$ cat src/rtl/argmax_stream_ctrl.sv
// argmax_stream_ctrl: streams NUM_CLASSES signed scores per frame and reports the
//   index and value of the largest one. Ties keep the lowest index.
// Latency: out_valid rises the cycle after the final score is accepted.
// Backpressure: in_ready depends on state only; the result is held stable until out_ready.
//
// Ports:
//   clk, rst_n           clock, asynchronous active-low reset
//   start, abort         begin a frame / cancel the current frame (abort wins)
//   in_valid/in_ready    score handshake, in_data = signed score in class order
//   out_valid/out_ready  result handshake, out_index/out_value = argmax result
//   busy                 high while a frame is being accumulated or presented
module argmax_stream_ctrl #(
  parameter int BIT_WIDTH   = 8,
  parameter int INDEX_WIDTH = 4,
  parameter int NUM_CLASSES = 10
) (
  input  logic                          clk,
  input  logic                          rst_n,
  input  logic                          start,
  input  logic                          abort,
  input  logic                          in_valid,
  output logic                          in_ready,
  input  logic signed [BIT_WIDTH-1:0]   in_data,
  output logic                          out_valid,
  input  logic                          out_ready,
  output logic        [INDEX_WIDTH-1:0] out_index,
  output logic signed [BIT_WIDTH-1:0]   out_value,
  output logic                          busy
);

  typedef enum logic [1:0] {
    IDLE  = 2'd0,
    ACCUM = 2'd1,
    DONE  = 2'd2
  } state_t;

  localparam logic [INDEX_WIDTH-1:0] LAST_IDX = INDEX_WIDTH'(NUM_CLASSES - 1);

  state_t                        state;
  logic        [INDEX_WIDTH-1:0] count;
  logic signed [BIT_WIDTH-1:0]   best_val;
  logic        [INDEX_WIDTH-1:0] best_idx;

  logic                          accept;
  logic                          take_new;
  logic signed [BIT_WIDTH-1:0]   cand_val;
  logic        [INDEX_WIDTH-1:0] cand_idx;

  // Handshake and status flags are pure decodes of the state register, so they
  // are glitch-free and never depend on in_valid.
  assign in_ready  = (state == ACCUM);
  assign out_valid = (state == DONE);
  assign busy      = (state != IDLE);

  assign accept = in_valid & in_ready;

  // The first score of a frame always seeds the running best; afterwards only a
  // strictly larger score replaces it, which keeps the earliest index on ties.
  assign take_new = (count == '0) || (in_data > best_val);
  assign cand_val = take_new ? in_data : best_val;
  assign cand_idx = take_new ? count   : best_idx;

  always_ff @(posedge clk or negedge rst_n) begin
    if (!rst_n) begin
      state     <= IDLE;
      count     <= '0;
      best_val  <= '0;
      best_idx  <= '0;
      out_index <= '0;
      out_value <= '0;
    end else if (abort) begin
      state <= IDLE;
      count <= '0;
    end else begin
      case (state)
        IDLE: begin
          if (start) begin
            state <= ACCUM;
            count <= '0;
          end
        end
        ACCUM: begin
          if (accept) begin
            best_val <= cand_val;
            best_idx <= cand_idx;
            if (count == LAST_IDX) begin
              // The final comparison result goes straight to the output
              // registers, saving a cycle of latency.
              state     <= DONE;
              count     <= '0;
              out_index <= cand_idx;
              out_value <= cand_val;
            end else begin
              count <= count + INDEX_WIDTH'(1);
            end
          end
        end
        DONE: begin
          if (out_ready) begin
            state <= start ? ACCUM : IDLE;
            count <= '0;
          end
        end
        default: begin
          state <= IDLE;
          count <= '0;
        end
      endcase
    end
  end

endmodule
$ cat config.mk
export PLATFORM = sky130hd
export DESIGN_NAME = argmax_stream_ctrl
export DESIGN_NICKNAME = d
export VERILOG_FILES = /design/src/rtl/argmax_stream_ctrl.sv
export SDC_FILE = /design/constraint.sdc
export NUM_CORES = 1
export LEC_CHECK = 0
export ABC_CLOCK_PERIOD_IN_PS = 3500
export BUFFER_PORTS_ARGS = -buffer_cell sky130_fd_sc_hd__buf_2
export CAP_MARGIN = 25
export CORE_MARGIN = 3
export CORE_UTILIZATION = 55
export DETAILED_ROUTE_END_ITERATION = 8
export GPL_TIMING_DRIVEN = 1
export PLACE_DENSITY = 0.78
export SLEW_MARGIN = 20
export SYNTH_ARGS = -nofsm -noshare
export SYNTH_HDL_FRONTEND = slang
export SYNTH_SLANG_ARGS = --single-unit
$ cat constraint.sdc
create_clock -name clk -period 3.5 [get_ports clk]
set_input_delay 0.175 -clock clk [delete_from_list [all_inputs] [get_ports clk]]
set_output_delay 0.175 -clock clk [all_outputs]
set_load 0.01 [all_outputs]
# After elaboration in Yosys (flattened, before gate mapping)
# Cells that the tools add are included.
op_classes:
  addsub: 1
  magnitude_cmp: 1
  eq_ne: 7
  mux: 15
  n_bitwise: 2
  reduce_logical: 8
op_table:
  columns: ["operator", "count"]
  rows:
  - ["4-bit 2-to-1 mux", 6]
  - ["4-bit one-hot mux with 3 select lines", 1]
  - ["2-bit 2-to-1 mux", 5]
  - ["3-bit by 2-bit != test with 1-bit output (second input constant)", 3]
  - ["8-bit > comparator", 1]
  - ["8-bit 2-to-1 mux", 1]
  - ["4-bit AND reduction", 2]
  - ["2-bit one-hot mux with 3 select lines", 1]
  - ["3-bit AND reduction", 2]
  - ["4-bit by 1-bit adder with 4-bit output (second input constant)", 1]
  - ["4-bit equality test (second input constant)", 1]
  - ["4-bit zero test", 1]
  - ["3-bit != test (second input constant)", 1]
  - ["2-bit by 1-bit equality test with 1-bit output (second input constant)", 1]
  - ["2-bit equality test (second input constant)", 1]
  - ["2-bit zero test", 1]
  - ["2-bit nonzero test", 1]
  - ["1-bit bitwise AND", 1]
  - ["1-bit logical OR", 1]
  - ["1-bit 2-to-1 mux", 1]
  - ["1-bit inverter", 1]
totals:
  regBits: 30
  input_bits: 14
  output_inout_bits: 15
  elab_cells: 40

# Depth between registers and ports, before layout
logic_depth:
  word_depth: 5
  ltp_mapped: 8
  ltp_nobuf: 7

# Worst setup path after synthesis
# No wires, ideal clock.
synth_path:
  kind: "register -> register"
  startpoint: "register best_val[5]"
  endpoint: "register best_val[0]"
  setup_ns: 0.125
  t_arrival_ns: 1.978
  t_required_ns: 3.375
  path_slack_ns: 1.397
  path_stages_with_launch: 9
  n_path_buf: 1
  period_less_slack_ns: 2.103
  path_cell_list: "dfrtp_1 -> inv_1 -> ha_1 -> a21o_1 -> a2111oi_4 -> nand2_1 -> o211ai_2 -> buf_6 -> mux2_4"
synth_between:
  elab_chain_cells: 3
synth_lines:
  columns: ["item", "line_no", "source"]
  rows:
  - ["start: declaration", "41", "logic signed [BIT_WIDTH-1:0] best_val;"]
  - ["start signal: assignment", "84", "best_val <= cand_val;"]
  - ["8-bit > comparator", "59", "assign take_new = (count == '0) || (in_data > best_val);"]
  - ["1-bit logical OR", "59", null]
  - ["8-bit 2-to-1 mux", "60", "assign cand_val = take_new ? in_data : best_val;"]
# Every way passes these cells.
# A chain may end at the register's enable or synchronous reset.

# Worst setup path after layout
layout_path:
  startpoint: "register best_val[5]"
  endpoint: "register best_idx[1]"
layout_between:
  elab_chain_cells: 3
layout_lines:
  columns: ["item", "line_no", "source"]
  rows:
  - ["8-bit > comparator", "59", null]
  - ["1-bit logical OR", "59", null]
  - ["4-bit 2-to-1 mux", "61", "assign cand_idx = take_new ? count : best_idx;"]
  - ["end signal: assignment", "85", "best_idx <= cand_idx;"]
  - ["end: declaration", "42", "logic [INDEX_WIDTH-1:0] best_idx;"]
# Every way passes these cells.

==> reports/qor.json <==
{
  "run_status": {"value": "completed"},
  "route.detailed.drc": {"value": 0},
  "maximum_number_of_pins_on_one_net_before_global_route_repair": {"value": 31},
  "placeableCoreArea": {"value": 3080, "unit": "um2"},
  "power": {"value": 1.20, "unit": "mW"},
  "timing.final.max_slew_violations": {"value": 0},
  "floorplan.initialDensity": {"value": 0.580},
  "cts_sinks": {"value": 30},
  "reg2reg_slack": {"value": 0.95, "unit": "ns"},
  "cts_max_path_buffers": {"value": 2},
  "worst-setup-path-type": {"value": "reg -> reg"},
  "hold_path_startpoint": {"value": "abort"},
  "max-slew-margin-rel": {"value": 0.428},
  "n_antenna_cell": {"value": 0},
  "dieWidth": {"value": 63.0, "unit": "um"},
  "post_layout_net_count": {"value": 226},
  "cp_data_arrival_time": {"value": 2.78, "unit": "ns"},
  "most-common-layout-cells": {"value": "30 x sky130_fd_sc_hd__dfrtp_1, 28 x sky130_fd_sc_hd__buf_2, 19 x sky130_fd_sc_hd__nand2_1"},
  "fp.dieArea": {"value": 3960, "unit": "um2"},
  "mostFrequentLayoutCell": {"value": "sky130_fd_sc_hd__dfrtp_1"},
  "numCtsBuffers": {"value": 5},
  "min-delay-path-class": {"value": "in -> reg"},
  "grt_pass1_wl": {"value": 6720, "unit": "um"},
  "first_global_vias": {"value": 1438},
  "clock_tree.root_cell": {"value": "sky130_fd_sc_hd__clkbuf_4"},
  "route.detailed.wl_per_inst": {"value": 15.6, "unit": "um"},
  "max-vdd-ir-drop": {"value": 0.000276, "unit": "V"},
  "worstReg2RegStart": {"value": "best_val[5]$_DFFE_PN0P_"},
  "global_route.overflow_total": {"value": 0},
  "cp.required": {"value": 3.73, "unit": "ns"},
  "rsz0062_at_grt": {"value": "false"},
  "grtUsageTotal": {"value": 0.216},
  "crit_end": {"value": "best_idx[1]$_DFFE_PN0P_"},
  "yosysWarningCount": {"value": 0},
  "final.min_clock_period": {"value": 2.55, "unit": "ns"},
  "synth.largest_area_cell": {"value": "sky130_fd_sc_hd__dfrtp_1"},
  "fillers": {"value": 272},
  "dr.pass1.iters": {"value": 4},
  "routed-via-count": {"value": 1406},
  "highest_clock_frequency_the_design_can_meet": {"value": 0.392, "unit": "GHz"},
  "layout.area.seq": {"value": 751, "unit": "um2"},
  "clk_transition_reported_paths": {"value": 0.09, "unit": "ns"},
  "final_setup_violation_count": {"value": 0},
  "worst_slew_pin_slew": {"value": 0.855, "unit": "ns"},
  "clock_skew": {"value": 0.00375, "unit": "ns"},
  "ant_nets": {"value": 0},
  "post_cts_repair_timing_setup_buffer_count": {"value": 0},
  "crit_fanout": {"value": 12},
  "tritoncts": {"value": "yes"},
  "power_density": {"value": 605, "unit": "nW/um2"},
  "dieHeight": {"value": 63.0, "unit": "um"},
  "leading_post_synthesis_cells_by_cell_area": {"value": "sky130_fd_sc_hd__dfrtp_1 42%, sky130_fd_sc_hd__ha_1 7.7%, sky130_fd_sc_hd__mux2_4 6.7%"},
  "synth_top_area_share": {"value": 0.421},
  "pin_count": {"value": 29},
  "routabilityCongestion": {"value": 0.805},
  "first_iter_violations": {"value": 66},
  "finalCritPeriodShare": {"value": 0.730},
  "grt_antenna_before_repair": {"value": 0},
  "synth.lib_cells_used.distinct": {"value": 43},
  "multi_input_comb_area": {"value": 920, "unit": "um2"},
  "critical_path.startpoint_type": {"value": "flop"},
  "post_cts.resized_instances": {"value": 0},
  "std_cell_rows": {"value": 20},
  "finalNonFillerCells": {"value": 245},
  "timing.final.hold_violations": {"value": 0},
  "fin_tns_setup": {"value": 0, "unit": "ns"},
  "placed_cells_incl_taps": {"value": 237},
  "routed_wl": {"value": 3810, "unit": "um"},
  "crit_start": {"value": "best_val[5]$_DFFE_PN0P_"},
  "syn-instance-count": {"value": 173},
  "max-cap-violations": {"value": 0},
  "synth.avg_cell_area": {"value": 10.3, "unit": "um2"},
  "synth_fp_nets": {"value": 198},
  "syn2layout_area_growth": {"value": 10.8, "unit": "%"},
  "synth-seq-area-share": {"value": 0.421},
  "port-buffer-count": {"value": 28},
  "drive_gt1_frac": {"value": 0.289},
  "worst-r2r-cell-count": {"value": 7},
  "dp.final_hpwl": {"value": 2710, "unit": "um"},
  "viasPerCell": {"value": 5.74},
  "setup.worst_path.end_class": {"value": "flop"},
  "synth.ff_latch_count": {"value": 30},
  "cts_max_level": {"value": 2},
  "insertion_delay": {"value": 0.33, "unit": "ns"},
  "regToRegEndpoint": {"value": "best_idx[1]$_DFFE_PN0P_"},
  "p_leak": {"value": 0.958, "unit": "nW"},
  "post_synth_instance_area": {"value": 1780, "unit": "um2"}
}
cell usage after synthesis:
library cell / instances
sky130_fd_sc_hd__mux2_2: 2
sky130_fd_sc_hd__mux2_4: 8
sky130_fd_sc_hd__a211o_1: 1
sky130_fd_sc_hd__nand2_1: 19
sky130_fd_sc_hd__a2111oi_4: 1
sky130_fd_sc_hd__nand4_1: 2
sky130_fd_sc_hd__o311ai_1: 2
sky130_fd_sc_hd__or3_2: 1
sky130_fd_sc_hd__a21oi_1: 5
sky130_fd_sc_hd__buf_4: 2
sky130_fd_sc_hd__nor2b_1: 5
sky130_fd_sc_hd__nor3b_1: 1
sky130_fd_sc_hd__or4_1: 1
sky130_fd_sc_hd__a21oi_2: 1
sky130_fd_sc_hd__o211ai_2: 1
sky130_fd_sc_hd__nand2b_1: 3
sky130_fd_sc_hd__a31oi_1: 1
sky130_fd_sc_hd__a21o_1: 1
sky130_fd_sc_hd__o21ai_0: 6
sky130_fd_sc_hd__a31o_2: 6
sky130_fd_sc_hd__or2_1: 1
sky130_fd_sc_hd__mux2i_1: 1
sky130_fd_sc_hd__and3_1: 1
sky130_fd_sc_hd__a211oi_1: 1
sky130_fd_sc_hd__a22o_1: 1
sky130_fd_sc_hd__o211ai_1: 1
sky130_fd_sc_hd__clkbuf_1: 3
sky130_fd_sc_hd__and4bb_2: 1
sky130_fd_sc_hd__o2bb2ai_1: 1
sky130_fd_sc_hd__a32o_1: 2
sky130_fd_sc_hd__dfrtp_1: 30
sky130_fd_sc_hd__o31a_1: 1
sky130_fd_sc_hd__inv_1: 13
sky130_fd_sc_hd__or2_2: 2
sky130_fd_sc_hd__o31ai_1: 8
sky130_fd_sc_hd__or3_1: 1
sky130_fd_sc_hd__buf_2: 1
sky130_fd_sc_hd__a2111oi_2: 1
sky130_fd_sc_hd__nand3_1: 13
sky130_fd_sc_hd__ha_1: 11
sky130_fd_sc_hd__nor2_1: 6
sky130_fd_sc_hd__a31o_1: 1
sky130_fd_sc_hd__buf_6: 3
through the flow:
step	area (um2)	worst slack (ns)	hold WS [ns]	utilization
final	1980	0.946	0.0815	0.642
after global routing	1980	0.800	0.0696	0.642
after CTS	1980	0.937	0.0750	0.642
after detailed placement	1920	0.946	0.250	0.624
after global placement	1920	1.01	0.235	0.624
after floorplan	1780	1.40	-0.121	-
critical path, stage by stage, from the launching register on:
cell and delay, ns:
sky130_fd_sc_hd__dfrtp_1 0.38, sky130_fd_sc_hd__inv_1 0.05, sky130_fd_sc_hd__ha_1 0.28, sky130_fd_sc_hd__a21o_1 0.21, sky130_fd_sc_hd__a2111oi_4 0.36, sky130_fd_sc_hd__nand2_1 0.10
sky130_fd_sc_hd__o211ai_2 0.66, sky130_fd_sc_hd__mux2_2 0.41
flip-flops by register name (all words and copies together), names as in the netlist:
name,flops
count,4
best_idx,4
state,2
best_val,8
out_value,8
out_index,4
worst min-delay path by stage:
stage	end	slack (ns)	depth (start not counted)
2_1_floorplan	best_idx[0]$_DFFE_PN0P_	-0.12	0
3_3_place_gp	out_value[4]$_DFFE_PN0P_	0.23	1
3_5_place_dp	out_value[4]$_DFFE_PN0P_	0.25	1
4_1_cts	state[1]$_DFFE_PN0P_	0.07	2
5_1_grt	state[1]$_DFFE_PN0P_	0.07	2
6_report	state[1]$_DFFE_PN0P_	0.08	2
cells by family (layout without fill, tap and decap cells):
logic type                 Yosys count  after routing  synth area share
adders and majority gates           11             11            0.0771
and+or+nand+nor                     57             57             0.161
buffers and inverters               22             50            0.0638
DFF                                 30             30             0.421
AOI/OAI and AO/OA                   42             42             0.191
muxes                               11             11            0.0856
metal layers:
| layer | wire length, um | track usage | vias up |
|---|---|---|---|
| met5 | 0 | 0 | - |
| met4 | 50 | 0.0716 | 0 |
| met3 | 154 | 0.0540 | 7 |
| met2 | 1920 | 0.390 | 25 |
| met1 | 1680 | 0.246 | 695 |
| li1 | - | - | 679 |
layout make-up:
type	instances	area share
repair buffers	30	0.0797
inverters	13	0.0247
multi-input cells	121	0.465
well taps	44	0.0278
clock buffers	7	0.0228
flip-flops and latches	30	0.380
repair_timing:
action / in CTS / in global routing
setup endpoints to repair: 0 / 0
hold buffers: 1 / 0
endpoints found under the hold margin: 30 / 0
report_power, final:
group          total (mW)  switching (mW)  internal, mW  leakage [nW]
clock               0.189           0.113        0.0755        0.0254
sequential          0.494          0.0766         0.417         0.399
combinational       0.513           0.294         0.219         0.534
No activity file was read; power rests on OpenSTA's default activity.
